--- config.mk ---
export PLATFORM = sky130hd
export DESIGN_NAME = seq_divider
export DESIGN_NICKNAME = d
export VERILOG_FILES = /design/src/rtl/seq_divider.sv
export SDC_FILE = /design/constraint.sdc
export NUM_CORES = 1
export LEC_CHECK = 0
export ABC_AREA = 1
export CELL_PAD_IN_SITES_DETAIL_PLACEMENT = 2
export CELL_PAD_IN_SITES_GLOBAL_PLACEMENT = 2
export CORE_MARGIN = 1.5
export CORE_UTILIZATION = 35
export CTS_CLUSTER_SIZE = 40
export DETAILED_ROUTE_END_ITERATION = 16
export DONT_BUFFER_PORTS = 1
export HOLD_SLACK_MARGIN = 0.05
export PLACE_DENSITY_LB_ADDON = 0.1
export SLEW_MARGIN = 10
export SYNTH_ARGS = -nofsm -noshare
export SYNTH_HDL_FRONTEND = slang
export SYNTH_SLANG_ARGS = --single-unit
--- constraint.sdc ---
create_clock -name clk -period 2.2 [get_ports clk]
set_input_delay 0 -clock clk [delete_from_list [all_inputs] [get_ports clk]]
set_output_delay 0 -clock clk [all_outputs]
set_load 0.02 [all_outputs]
--- src/rtl/seq_divider.sv ---
// Iterative unsigned restoring divider: 2*WIDTH-bit dividend by WIDTH-bit divisor,
// one quotient bit per cycle, valid/ready on both sides.
module seq_divider #(
   parameter int WIDTH = 8
) (
   input  logic               clk,
   input  logic               rst_n,
   input  logic               in_valid,
   output logic               in_ready,
   input  logic [2*WIDTH-1:0] dividend,
   input  logic [WIDTH-1:0]   divisor,
   output logic               out_valid,
   input  logic               out_ready,
   output logic [2*WIDTH-1:0] quotient,
   output logic [WIDTH-1:0]   remainder,
   output logic               div_by_zero
);

   localparam int DW = 2 * WIDTH;
   localparam int CW = $clog2(DW + 1);

   typedef enum logic [1:0] {
      IDLE = 2'd0,
      BUSY = 2'd1,
      DONE = 2'd2
   } state_t;

   state_t           state_r;
   logic [DW-1:0]    shift_r;
   logic [WIDTH:0]   part_r;
   logic [WIDTH-1:0] dvs_r;
   logic [CW-1:0]    cnt_r;
   logic             zero_r;

   logic [WIDTH+1:0] trial_s;
   logic [WIDTH:0]   next_part_s;
   logic             q_bit_s;
   logic [DW-1:0]    next_shift_s;

   // One restoring step: shift the next dividend bit into the partial remainder and trial-subtract.
   always_comb begin
      trial_s      = {part_r, shift_r[DW-1]};
      next_part_s  = trial_s[WIDTH:0];
      q_bit_s      = 1'b0;
      if (trial_s >= {2'b00, dvs_r}) begin
         q_bit_s     = 1'b1;
         next_part_s = (WIDTH+1)'(trial_s - {2'b00, dvs_r});
      end else begin
         q_bit_s     = 1'b0;
         next_part_s = trial_s[WIDTH:0];
      end
      next_shift_s = {shift_r[DW-2:0], q_bit_s};
   end

   // Control FSM with registered handshake and result outputs.
   // The dividend register doubles as the quotient accumulator as its bits shift out.
   always_ff @(posedge clk or negedge rst_n) begin
      if (!rst_n) begin
         state_r     <= IDLE;
         shift_r     <= '0;
         part_r      <= '0;
         dvs_r       <= '0;
         cnt_r       <= '0;
         zero_r      <= 1'b0;
         in_ready    <= 1'b0;
         out_valid   <= 1'b0;
         quotient    <= '0;
         remainder   <= '0;
         div_by_zero <= 1'b0;
      end else begin
         case (state_r)
            IDLE: begin
               if (in_valid && in_ready) begin
                  shift_r  <= dividend;
                  dvs_r    <= divisor;
                  part_r   <= '0;
                  cnt_r    <= CW'(DW);
                  zero_r   <= (divisor == '0);
                  in_ready <= 1'b0;
                  state_r  <= BUSY;
               end else begin
                  in_ready <= 1'b1;
               end
            end
            BUSY: begin
               if (zero_r) begin
                  quotient    <= {DW{1'b1}};
                  remainder   <= shift_r[WIDTH-1:0];
                  div_by_zero <= 1'b1;
                  out_valid   <= 1'b1;
                  cnt_r       <= '0;
                  state_r     <= DONE;
               end else begin
                  shift_r <= next_shift_s;
                  part_r  <= next_part_s;
                  cnt_r   <= cnt_r - CW'(1);
                  if (cnt_r == CW'(1)) begin
                     quotient    <= next_shift_s;
                     remainder   <= next_part_s[WIDTH-1:0];
                     div_by_zero <= 1'b0;
                     out_valid   <= 1'b1;
                     state_r     <= DONE;
                  end else begin
                     state_r <= BUSY;
                  end
               end
            end
            DONE: begin
               if (out_ready) begin
                  out_valid <= 1'b0;
                  in_ready  <= 1'b1;
                  state_r   <= IDLE;
               end else begin
                  state_r   <= DONE;
               end
            end
            default: begin
               out_valid <= 1'b0;
               in_ready  <= 1'b0;
               state_r   <= IDLE;
            end
         endcase
      end
   end

endmodule

### After elaboration in Yosys (flattened, before gate mapping)

Index checks and enable logic that the tools add are counted.

| storage, ports and cells | value |
|---|---|
| ROM bits | 0 |
| memories | 0 |
| bits in writable memories | 0 |
| word-level logic and storage cells | 63 |
| output and inout bits | 27 |
| input bits | 28 |
| bits in registers | 68 |
| bits in latches | 0 |

| cells by class | value |
|---|---|
| magnitude comparators | 1 |
| shifts and indexed selects | 0 |
| mux-type cells | 29 |
| $mul | 0 |
| reduce and logical (&&, ||, !) cells | 11 |
| div/mod/pow operators | 0 |
| equality and inequality tests | 7 |
| bitwise gates (word level) | 2 |
| $add $sub $neg | 2 |

Operators by type and width:

| operator | count |
|---|---|
| 2-to-1 mux 16 bit | 4 |
| case mux 16 bit (2 select lines) | 1 |
| 2-to-1 mux 9 bit | 3 |
| case mux 9 bit (2 select lines) | 1 |
| 2-to-1 mux 8 bit | 2 |
| >= comparator 10 x 8 -> 1 bit | 1 |
| 2-to-1 mux 5 bit | 2 |
| case mux 5 bit (2 select lines) | 1 |
| subtractor 9 x 8 -> 9 bit | 1 |
| zero test 8 bit | 1 |
| 2-to-1 mux 1 bit | 8 |
| 2-to-1 mux 2 bit | 4 |
| AND reduction 2 bit | 4 |
| != test 2 bit, second input constant | 3 |
| case mux 1 bit (3 select lines) | 2 |
| case mux 2 bit (3 select lines) | 1 |
| AND reduction 3 bit | 2 |
| == test 5 x 1 -> 1 bit, second input constant | 1 |
| subtractor 5 x 1 -> 5 bit, second input constant | 1 |
| nonzero test 2 bit | 2 |
| != test 3 bit, second input constant | 1 |
| == test 2 x 1 -> 1 bit, second input constant | 1 |
| == test 2 bit, second input constant | 1 |
| zero test 2 bit | 1 |
| 2 further kinds | 3 |

### Longest topological paths before layout

Gate-level depths: netlist (run 1).

| logic depth | value |
|---|---|
| word-level depth | 4 |
| gate-level depth with buffers | 14 |
| depth with buffers taken out | 13 |

### Least setup slack after synthesis (run 1)

Ideal clock, no wire load.

| timing path | value |
|---|---|
| path type | register -> register |
| start | register shift_r[15] |
| end | register remainder[3] |
| data arrival time | 1.831 ns |
| buffers on the path | 1 |
| stages on the path, launching flop included | 14 |
| period minus slack after synthesis | 1.952 ns |
| setup time | 0.120 ns |
| required time | 2.080 ns |
| path slack | 0.248 ns |
| path through | dfrtp_1 -> inv_1 -> ha_1 -> inv_1 -> fa_1 -> nand3_2 -> nand3_2 -> nand2_4 -> nand3_2 -> buf_6 -> nand2_1 -> nand2_1 -> o21ai_1 -> nand2_1 |

| between the ends | value |
|---|---|
| longest elaborated chain between the ends | 4 |
| elaborated cells between the ends (all ways) | 5 |
| those cells by class | 1 x add/sub; 1 x order compare; 3 x mux |

Ends and longest elaborated chain:

| element | RTL line | source |
|---|---|---|
| start: declaration | 29 | `logic [DW-1:0] shift_r;` |
| start signal: assignment | 74 | `shift_r <= dividend;` |
| start signal: assignment | 94 | `shift_r <= next_shift_s;` |
| subtractor 9 x 8 -> 9 bit / >= comparator 10 x 8 -> 1 bit (equally long branches) | 47, 45 |  |
| 2-to-1 mux 9 bit * | 45 | `if (trial_s >= {2'b00, dvs_r}) begin` |
| 2-to-1 mux 8 bit * | 97 | `if (cnt_r == CW'(1)) begin` |
| 2-to-1 mux 8 bit * | 86 | `if (zero_r) begin` |
| end signal: assignment | 88 | `remainder <= shift_r[WIDTH-1:0];` |
| end signal: assignment | 99 | `remainder <= next_part_s[WIDTH-1:0];` |
| end: declaration | 15 | `output logic [WIDTH-1:0] remainder,` |

Mark *: on every way between the ends. The rest lies on a longest branch, timed or not. The select of a mux whose other input is x is not followed.
A chain may end at the register's enable or synchronous reset.

### Worst setup path in the final report (run 1)

| timing path | value |
|---|---|
| start | register shift_r[15] |
| end | register part_r[8] |

| between the ends | value |
|---|---|
| longest elaborated chain between the ends | 4 |
| elaborated cells between the ends (all ways) | 5 |
| those cells by class | 1 x add/sub; 1 x order compare; 3 x mux |

Ends and longest elaborated chain:

| element | RTL line | source |
|---|---|---|
| subtractor 9 x 8 -> 9 bit / >= comparator 10 x 8 -> 1 bit (equally long branches) | 47, 45 |  |
| 2-to-1 mux 9 bit * | 45 |  |
| 2-to-1 mux 9 bit * | 86 |  |
| case mux 9 bit (2 select lines) * | 71 | `case (state_r)` |
| end signal: assignment | 95 | `part_r <= next_part_s;` |
| end: declaration | 30 | `logic [WIDTH:0] part_r;` |

Marked as above.

==> results of run 1 <==
logic make-up after synthesis:
group	count (synthesis)
AND/OR/NAND/NOR	205
flip-flops	68
XOR/XNOR	4
AO/OA/AOI/OAI	84
adder cells (fa/ha/maj)	11
buffers and inverters	67
worst max-delay path, delay by kind of cell (launching register included):
kind	cells	cell delay [ns]
and+or+nand+nor	6	0.59
buffers and inverters	3	0.33
adders and majority gates	2	0.54
DFF	1	0.39
xor gates and xnor gates	1	0.17
cell usage after synthesis:
library cell,count
a21oi_1,21
a21oi_2,1
a21oi_4,1
a31oi_1,2
buf_2,9
buf_4,1
buf_6,2
clkbuf_1,3
dfrtp_1,68
fa_1,1
ha_1,10
inv_1,46
inv_2,6
nand2_1,135
nand2_2,2
nand2_4,1
nand3_1,10
nand3_2,6
nand3_4,1
nand3b_1,1
nand3b_2,1
nand4_1,11
nor2_1,29
nor2_2,2
nor2_4,5
nor3_1,1
o211ai_1,9
o21ai_0,42
o21ai_1,3
o21ai_2,1
o21bai_1,1
o22a_1,1
o22ai_1,2
xnor2_1,1
xor2_1,3
area by class of cell:
cell class                      count  area [µm²]
Timing Repair Buffer               40       391.6
Sequential cell                    68        1702
Tap cell                          133       166.4
Clock inverter                      5       85.08
Multi-Input combinational cell    304        1610
Fill cell                        1131        5528
Clock buffer                       11       141.4
Inverter                           52       195.2
routing by layer:
metal  up-vias  GRT usage (%)
met5         -              0
met4         0          5.754
met3         8          4.825
met2        50          39.74
met1      1599          28.10
li1       1495              -
power by group:
| part | leakage (nW) | switching [mW] | internal [mW] | total (mW) |
|---|---|---|---|---|
| Clock | 0.110 | 0.505 | 0.674 | 1.18 |
| Sequential | 0.822 | 0.655 | 1.84 | 2.49 |
| Combinational | 1.17 | 2.65 | 1.34 | 4.00 |
stage by stage:
| step | worst slack, ns | utilization (%) | hold slack (ns) | setup TNS [ns] | total power, mW |
|---|---|---|---|---|---|
| floorplan | 0.2484 | - | -0.2956 | 0 | 5.188 |
| global placement | 0.09668 | 37.96 | -0.2917 | 0 | 6.067 |
| detailed placement | -0.01605 | 37.96 | -0.2924 | -0.03135 | 6.293 |
| CTS | 0.06481 | 43.40 | 0.2232 | 0 | 7.646 |
| global route | -0.004040 | 43.71 | 0.2397 | -0.004040 | 8.396 |
| finish | 0.09000 | 43.71 | 0.2141 | 0 | 7.668 |
state kept, by name, summed over array words and instances (netlist names):
signal       cells
div_by_zero      1
out_valid        1
zero_r           1
cnt_r            5
dvs_r            8
remainder        8
quotient        16
in_ready         1
state_r          2
shift_r         16
part_r           9
repair_timing:
| item | 4_1_cts | 5_1_grt |
|---|---|---|
| cloned | 0 | 0 |
| setup buffers | 0 | 1 |
| endpoints found under the setup margin | 6 | 4 |
| resized for setup | 2 | 5 |
| endpoints found under the hold margin | 96 | 0 |
| pin swaps | 0 | 1 |
| hold buffers | 28 | 0 |
final timing paths:
path,cells past startpoint,slack [ns],start,to
max reg2reg,12,0.09,shift_r[15],part_r[8]
min in group clk,3,0.35,divisor[0],dvs_r[0]
max in group asynchronous,2,1.69,rst_n,dvs_r[5]
max,12,0.09,shift_r[15],part_r[8]
min reg2reg,2,0.50,dvs_r[0],dvs_r[0]
min,2,0.21,rst_n,part_r[8]
==> reports/qor.txt, run 1 <==
Outcome = finished, final reports clean
Fmax = 0.4739 GHz
Vias = 3152
# port buffers = 0
Leak = 2.106 nW
Die height = 103.9 µm
Initial DRC count = 121
Site Rows = 36
Compound-cell area share of the yosys netlist = 13.27%
Post-Synth Simple-Gate Area = 26.04%
Crit path time final = 2.110 ns
DR WL met3 = 445 µm
Worst clock skew = 0.01253 ns
Finished Cell Area = 4292 µm²
Final Max Slew Viols = 0
Initial antenna violation count = 0
Critical-path maximum fanout = 9
Sequential share of the synthesized area = 47.74%
Worst Path Required = 2.48 ns
Pin count of the biggest net entering global routing = 69
Max-slew headroom = 46.75%
Initial core utilization = 36.30%
Ant. Diodes = 0
Area delta synth->final = 20.39%
CTS tree = built
Clock slew at reported path FFs = 0.08 ns
Combinational family with the most area after synthesis = simple AND/OR/NAND/NOR gates
Synth Area in XOR/XNOR = 0.9828%
Cells after DPL = 568
GPL Wtd Cong = 0.7850
Placed Area = 3727 µm²
Num CTS Buffers = 9
Adder-cell share of the synthesized area = 4.072%
Top cell type by total area after synthesis = dfrtp_1
CP Class = reg -> reg
H-Tree Depth = 3
DR WL/cell = 18.46 µm
Clk_lat worst skew = 0.35 ns
Final ANT Viol Nets = 0
Die W = 103.9 µm
#FFs+latches synth = 68
Proportion of synthesized area in mux cells = 0%
Routed wl met2 = 5898 µm
Number of global-route vias before repair = 3557
First-pass GRT wire length = 19030 µm
Max Used Layer = met4
Commonest non-fill, non-tap cell in the layout = nand2_1
Count of different cell masters after synthesis = 35
Final setup viols = 0
CP max-delay cell = fa_2
Clk root buf = clkbuf_8
Average size of a mapped cell = 8.120 µm²
Syn. warnings = 0
Worst path cell trace = inv_1 -> ha_1 -> inv_1 -> fa_2 -> nand3_2 -> nand3_4 -> nand2_4 -> buf_4 -> nand2_1 -> xnor2_2 -> nand3_1 -> nand2_1
Metal1 wirelength = 4873 µm
Most frequent cells in the layout = nand2_1 (135), dfrtp_1 (68), inv_1 (46)
Share of the synthesized area in the top cell type = 47.74%
VDD IR max = 0.6682 mV
Final period util = 95.91%
Full die area = 10800 µm²
CP arrival = 2.39 ns
Core Box Area = 9819 µm²
Fin cells = 613
CP peak stage delay = 0.40 ns
Clock Tree Buf Depth = 2
Remaining global-route overflow = 0
Syn Inst Count = 439
Synth area leaders = dfrtp_1 (48%), nand2_1 (14%), o21ai_0 (5.9%)
# IOs = 55
Total Nets Final = 514
Pwr/cell area = 1787 nW/µm²
Crit. End Element = register
Setup crit start kind = register
Post-Syn Area = 3565 µm²
Net Count, Synth = 478
Drt pass-1 iters = 4
Fin. Hold Viols = 0
Sink Count = 68
Post-Route WL = 11320 µm
Min-Delay Path Class = in -> async
Vias per std cell = 5.142
Tightest Pin Transition = 0.7986 ns
Max_cap viols = 0
Share of layout cells above drive strength 1 = 12.08%
# DRC = 0
HPWL Detailed = 7812 µm
Global-route total usage across every layer = 22.58%
No activity file was read; power rests on OpenSTA's default activity.
==> run 2: changes to the inputs <==
--- a/config.mk
+++ b/config.mk
@@ -5,7 +5,6 @@
 export SDC_FILE = /design/constraint.sdc
 export NUM_CORES = 1
 export LEC_CHECK = 0
-export ABC_AREA = 1
 export CELL_PAD_IN_SITES_DETAIL_PLACEMENT = 2
 export CELL_PAD_IN_SITES_GLOBAL_PLACEMENT = 2
 export CORE_MARGIN = 1.5
@@ -13,6 +12,7 @@
 export CTS_CLUSTER_SIZE = 40
 export DETAILED_ROUTE_END_ITERATION = 16
 export DONT_BUFFER_PORTS = 1
+export GPL_TIMING_DRIVEN = 0
 export HOLD_SLACK_MARGIN = 0.05
 export PLACE_DENSITY_LB_ADDON = 0.1
 export SLEW_MARGIN = 10
==> run 2 against run 1 <==
  * The flow now finishes with violations (negative setup slack)
  * Via count is 7.7% lower
  * Synthesized cell count is 20% lower
  * Total power is 18% higher
  * Clock power hardly changed
  * Hold slack worse by 0.033 ns
  * Global-route usage is 0.075 points lower
  * Maximum frequency is 13% lower
  * Clock-buffer cell count is 2 lower
  * First-iteration DRC count is 62% lower
  * Flip-flop and latch count stayed put
  * Critical path type unchanged
  * Largest power group unchanged
  * Highest routed layer unchanged
==> reports/qor.txt, run 2 <==
Outcome = complete, but fails checks (was finished, final reports clean)
Failing checks = negative setup slack
Min-Delay Path Class = in -> reg (was in -> async)
Pwr/cell area = 2055 nW/µm² (was 1787 nW/µm²)
DR WL/cell = 21.04 µm (was 18.46 µm)
Drt pass-1 iters = 4 (unchanged)
Sink Count = 68 (unchanged)
R2R setup slack = -0.21 ns (was 0.09 ns)
Grt met1 use = 29.38% (was 28.10%)
Post-Syn Area = 3331 µm² (was 3565 µm²)
Clk_lat worst skew = 0.34 ns (was 0.35 ns)
# port buffers = 0 (unchanged)
Internal power = 4.814 mW (was 3.855 mW)
Final Max Slew Viols = 0 (unchanged)
Worst Path Required = 2.40 ns (was 2.48 ns)
Max_cap viols = 0 (unchanged)
Initial DRC count = 46 (was 121)
Average size of a mapped cell = 9.489 µm² (was 8.120 µm²)
Switching power = 4.249 mW (was 3.813 mW)
Critical-path maximum fanout = 7 (was 9)
Site Rows = 35 (was 36)
Clock Tree Buf Depth = 2 (unchanged)
Final setup viols = 17 (was 0)
# DRC = 0 (unchanged)
Clock slew at reported path FFs = 0.08 ns (about the same)
Number of global-route vias before repair = 3094 (was 3557)
Count leader, synth = dfrtp_1 (was nand2_1)
Net Count, Synth = 390 (was 478)
Top cell type by total area after synthesis = dfrtp_1 (unchanged)
Final ANT Viol Nets = 0 (unchanged)
PnR worst setup slack = -0.2120 ns (was 0.09000 ns)
Full die area = 10110 µm² (was 10800 µm²)
Seq pwr share = 30.1% (was 32.5%)
Syn Inst Count = 351 (was 439)
Remaining global-route overflow = 0 (unchanged)
Crit path time final = 2.412 ns (was 2.110 ns)
CP arrival = 2.62 ns (was 2.39 ns)
First-pass GRT wire length = 17130 µm (was 19030 µm)
Synth area leaders = dfrtp_1 (51%), nand2_1 (6.6%), o21ai_0 (4.1%) (was dfrtp_1 (48%), nand2_1 (14%), o21ai_0 (5.9%))
Met2 usage = 38.51% (was 39.74%)
RSZ-0062 raised after global routing = yes
Initial antenna violation count = 0 (unchanged)
H-Tree Depth = 3 (unchanged)
Num CTS Buffers = 9 (unchanged)
Met3 usage = 3.814% (was 4.825%)
Final period util = 109.6% (was 95.91%)
GPL Wtd Cong = 0.8001 (was 0.7850)
Pin count of the biggest net entering global routing = 69 (unchanged)
Most frequent cells in the layout = dfrtp_1 (66), nand2_1 (58), nor2_1 (29) (was nand2_1 (135), dfrtp_1 (68), inv_1 (46))
Count of different cell masters after synthesis = 47 (was 35)
Clk root buf = clkbuf_8 (unchanged)
Syn. warnings = 0 (unchanged)
Total Nets Final = 446 (was 514)
Share of the synthesized area in the top cell type = 51.09% (was 47.74%)
Fin. Hold Viols = 0 (unchanged)
Crit. End Element = register (unchanged)
HPWL Detailed = 7188 µm (was 7812 µm)
Vias = 2908 (was 3152)
Top Usage Layer GRT = met2 (unchanged)
Vias per std cell = 5.385 (was 5.142)
Total power = 9.064 mW (was 7.668 mW)
Die height = 100.6 µm (was 103.9 µm)
Post-synth ARST share = 100.0% (unchanged)
Combinational Power Share = 57.2% (was 52.1%)
Post-synth EDFFs = 0 (unchanged)
Final core utilization = 47.73% (was 43.71%)
Core Box Area = 9240 µm² (was 9819 µm²)
Worst clock skew = 0.01089 ns (was 0.01253 ns)
Synth top cells by count = dfrtp_1 (68), nand2_1 (59), nor2_1 (32) (was nand2_1 (135), dfrtp_1 (68), inv_1 (46))
Sum Neg Setup Slack = -2.502 ns (was 0 ns)
Biggest regs = quotient (16), shift_r (16), part_r (9) (unchanged)
Sw Share = 46.88% (was 49.73%)
# IOs = 55 (unchanged)
Initial core utilization = 36.05% (was 36.30%)
Global-route total usage across every layer = 22.51% (was 22.58%)
Post-Route WL = 11360 µm (was 11320 µm)
Max-slew headroom = 51.23% (was 46.75%)
Setup crit start kind = register (unchanged)
Finished Cell Area = 4410 µm² (was 4292 µm²)
Commonest non-fill, non-tap cell in the layout = dfrtp_1 (was nand2_1)
VDD IR max = 0.7284 mV (was 0.6682 mV)
Ys flop type = dfrtp_1 (unchanged)
Placed Area = 3545 µm² (was 3727 µm²)
Ant. Diodes = 0 (unchanged)
Area delta synth->final = 32.42% (was 20.39%)
CTS tree = built (unchanged)
Leak = 1.792 nW (was 2.106 nW)
Fmax = 0.4146 GHz (was 0.4739 GHz)
Die W = 100.6 µm (was 103.9 µm)
#FFs+latches synth = 68 (unchanged)
Sequential share of the synthesized area = 51.09% (was 47.74%)
Pre-CTS setup slack = -0.3963 ns (was -0.01605 ns)
Tightest Pin Transition = 0.7289 ns (was 0.7986 ns)
CP Class = reg -> reg (unchanged)
Share of layout cells above drive strength 1 = 20.92% (was 12.08%)
Clk pwr share = 12.7% (was 15.4%)
[run 2: timing repair]
action,in CTS,in global routing
buffers inserted,6,11
pin swaps,9,10
hold endpoints to repair,96,0
endpoints found under the setup margin,48,44
resized for setup,23,32
hold buffers,28,0
[run 2: power by group through the flow]
stage,Clock (mW),Combinational (mW),Sequential [mW]
2_1_floorplan,0,2.82,2.50
3_3_place_gp,0,3.59,2.68
3_5_place_dp,0,3.72,2.71
4_1_cts,1.17,4.41,2.72
5_1_grt,1.23,5.64,2.80
6_report,1.15,5.18,2.73
[run 2: path summary, 6_finish.rpt]
kind / from / endpoint / cells past startpoint
min in group asynchronous: rst_n / cnt_r[3] / 2
worst min register to register: part_r[8] / part_r[8] / 2
worst min-delay path: in_valid / cnt_r[3] / 5
worst max register to register: shift_r[15] / part_r[2] / 10
worst max-delay path: shift_r[15] / part_r[2] / 10
max in group asynchronous: rst_n / part_r[0] / 2
[run 2: final cells by class]
class	count	area [µm²]
tap	129	161.4
buffer	18	98.84
clock buffer	9	123.9
clock inverter	6	88.84
multi-input combinational	250	1740
inverter	15	56.30
sequential	68	1704
timing repair buffer	45	436.7
fill	962	4830
[run 2: per-stage QoR]
step,hold slack (ns),instances
global route,0.2181,540
finish,0.1812,540
CTS,0.1781,529
detailed placement,-0.2938,480
floorplan,-0.2956,351
global placement,-0.2924,480
[run 2: layer usage]
layer	share of wire, %	up-vias	wire, µm
met4	0.74	0	84
met3	2.4	6	273
met1	44	1509	5019
met5	0	-	0
li1	-	1355	-
met2	53	38	5984
[run 2: cell families after synthesis]
group / count (synthesis) / share of synthesized area [%]
DFF: 68 / 51.09
muxes: 8 / 2.479
and+or+nand+nor: 121 / 16.68
AOI/OAI and AO/OA: 106 / 20.06
buffers and inverters: 33 / 4.282
xor gates and xnor gates: 4 / 1.052
adders and majority gates: 11 / 4.358
[run 2: worst max-delay path, cell delays in order, from the launching register on]
cell	delay, ns
dfrtp_1	0.39
inv_2	0.09
ha_4	0.14
inv_2	0.04
fa_2	0.41
nand3_4	0.10
a21boi_4	0.07
or4_4	0.54
buf_12	0.17
mux2i_4	0.21
o21ai_1	0.10
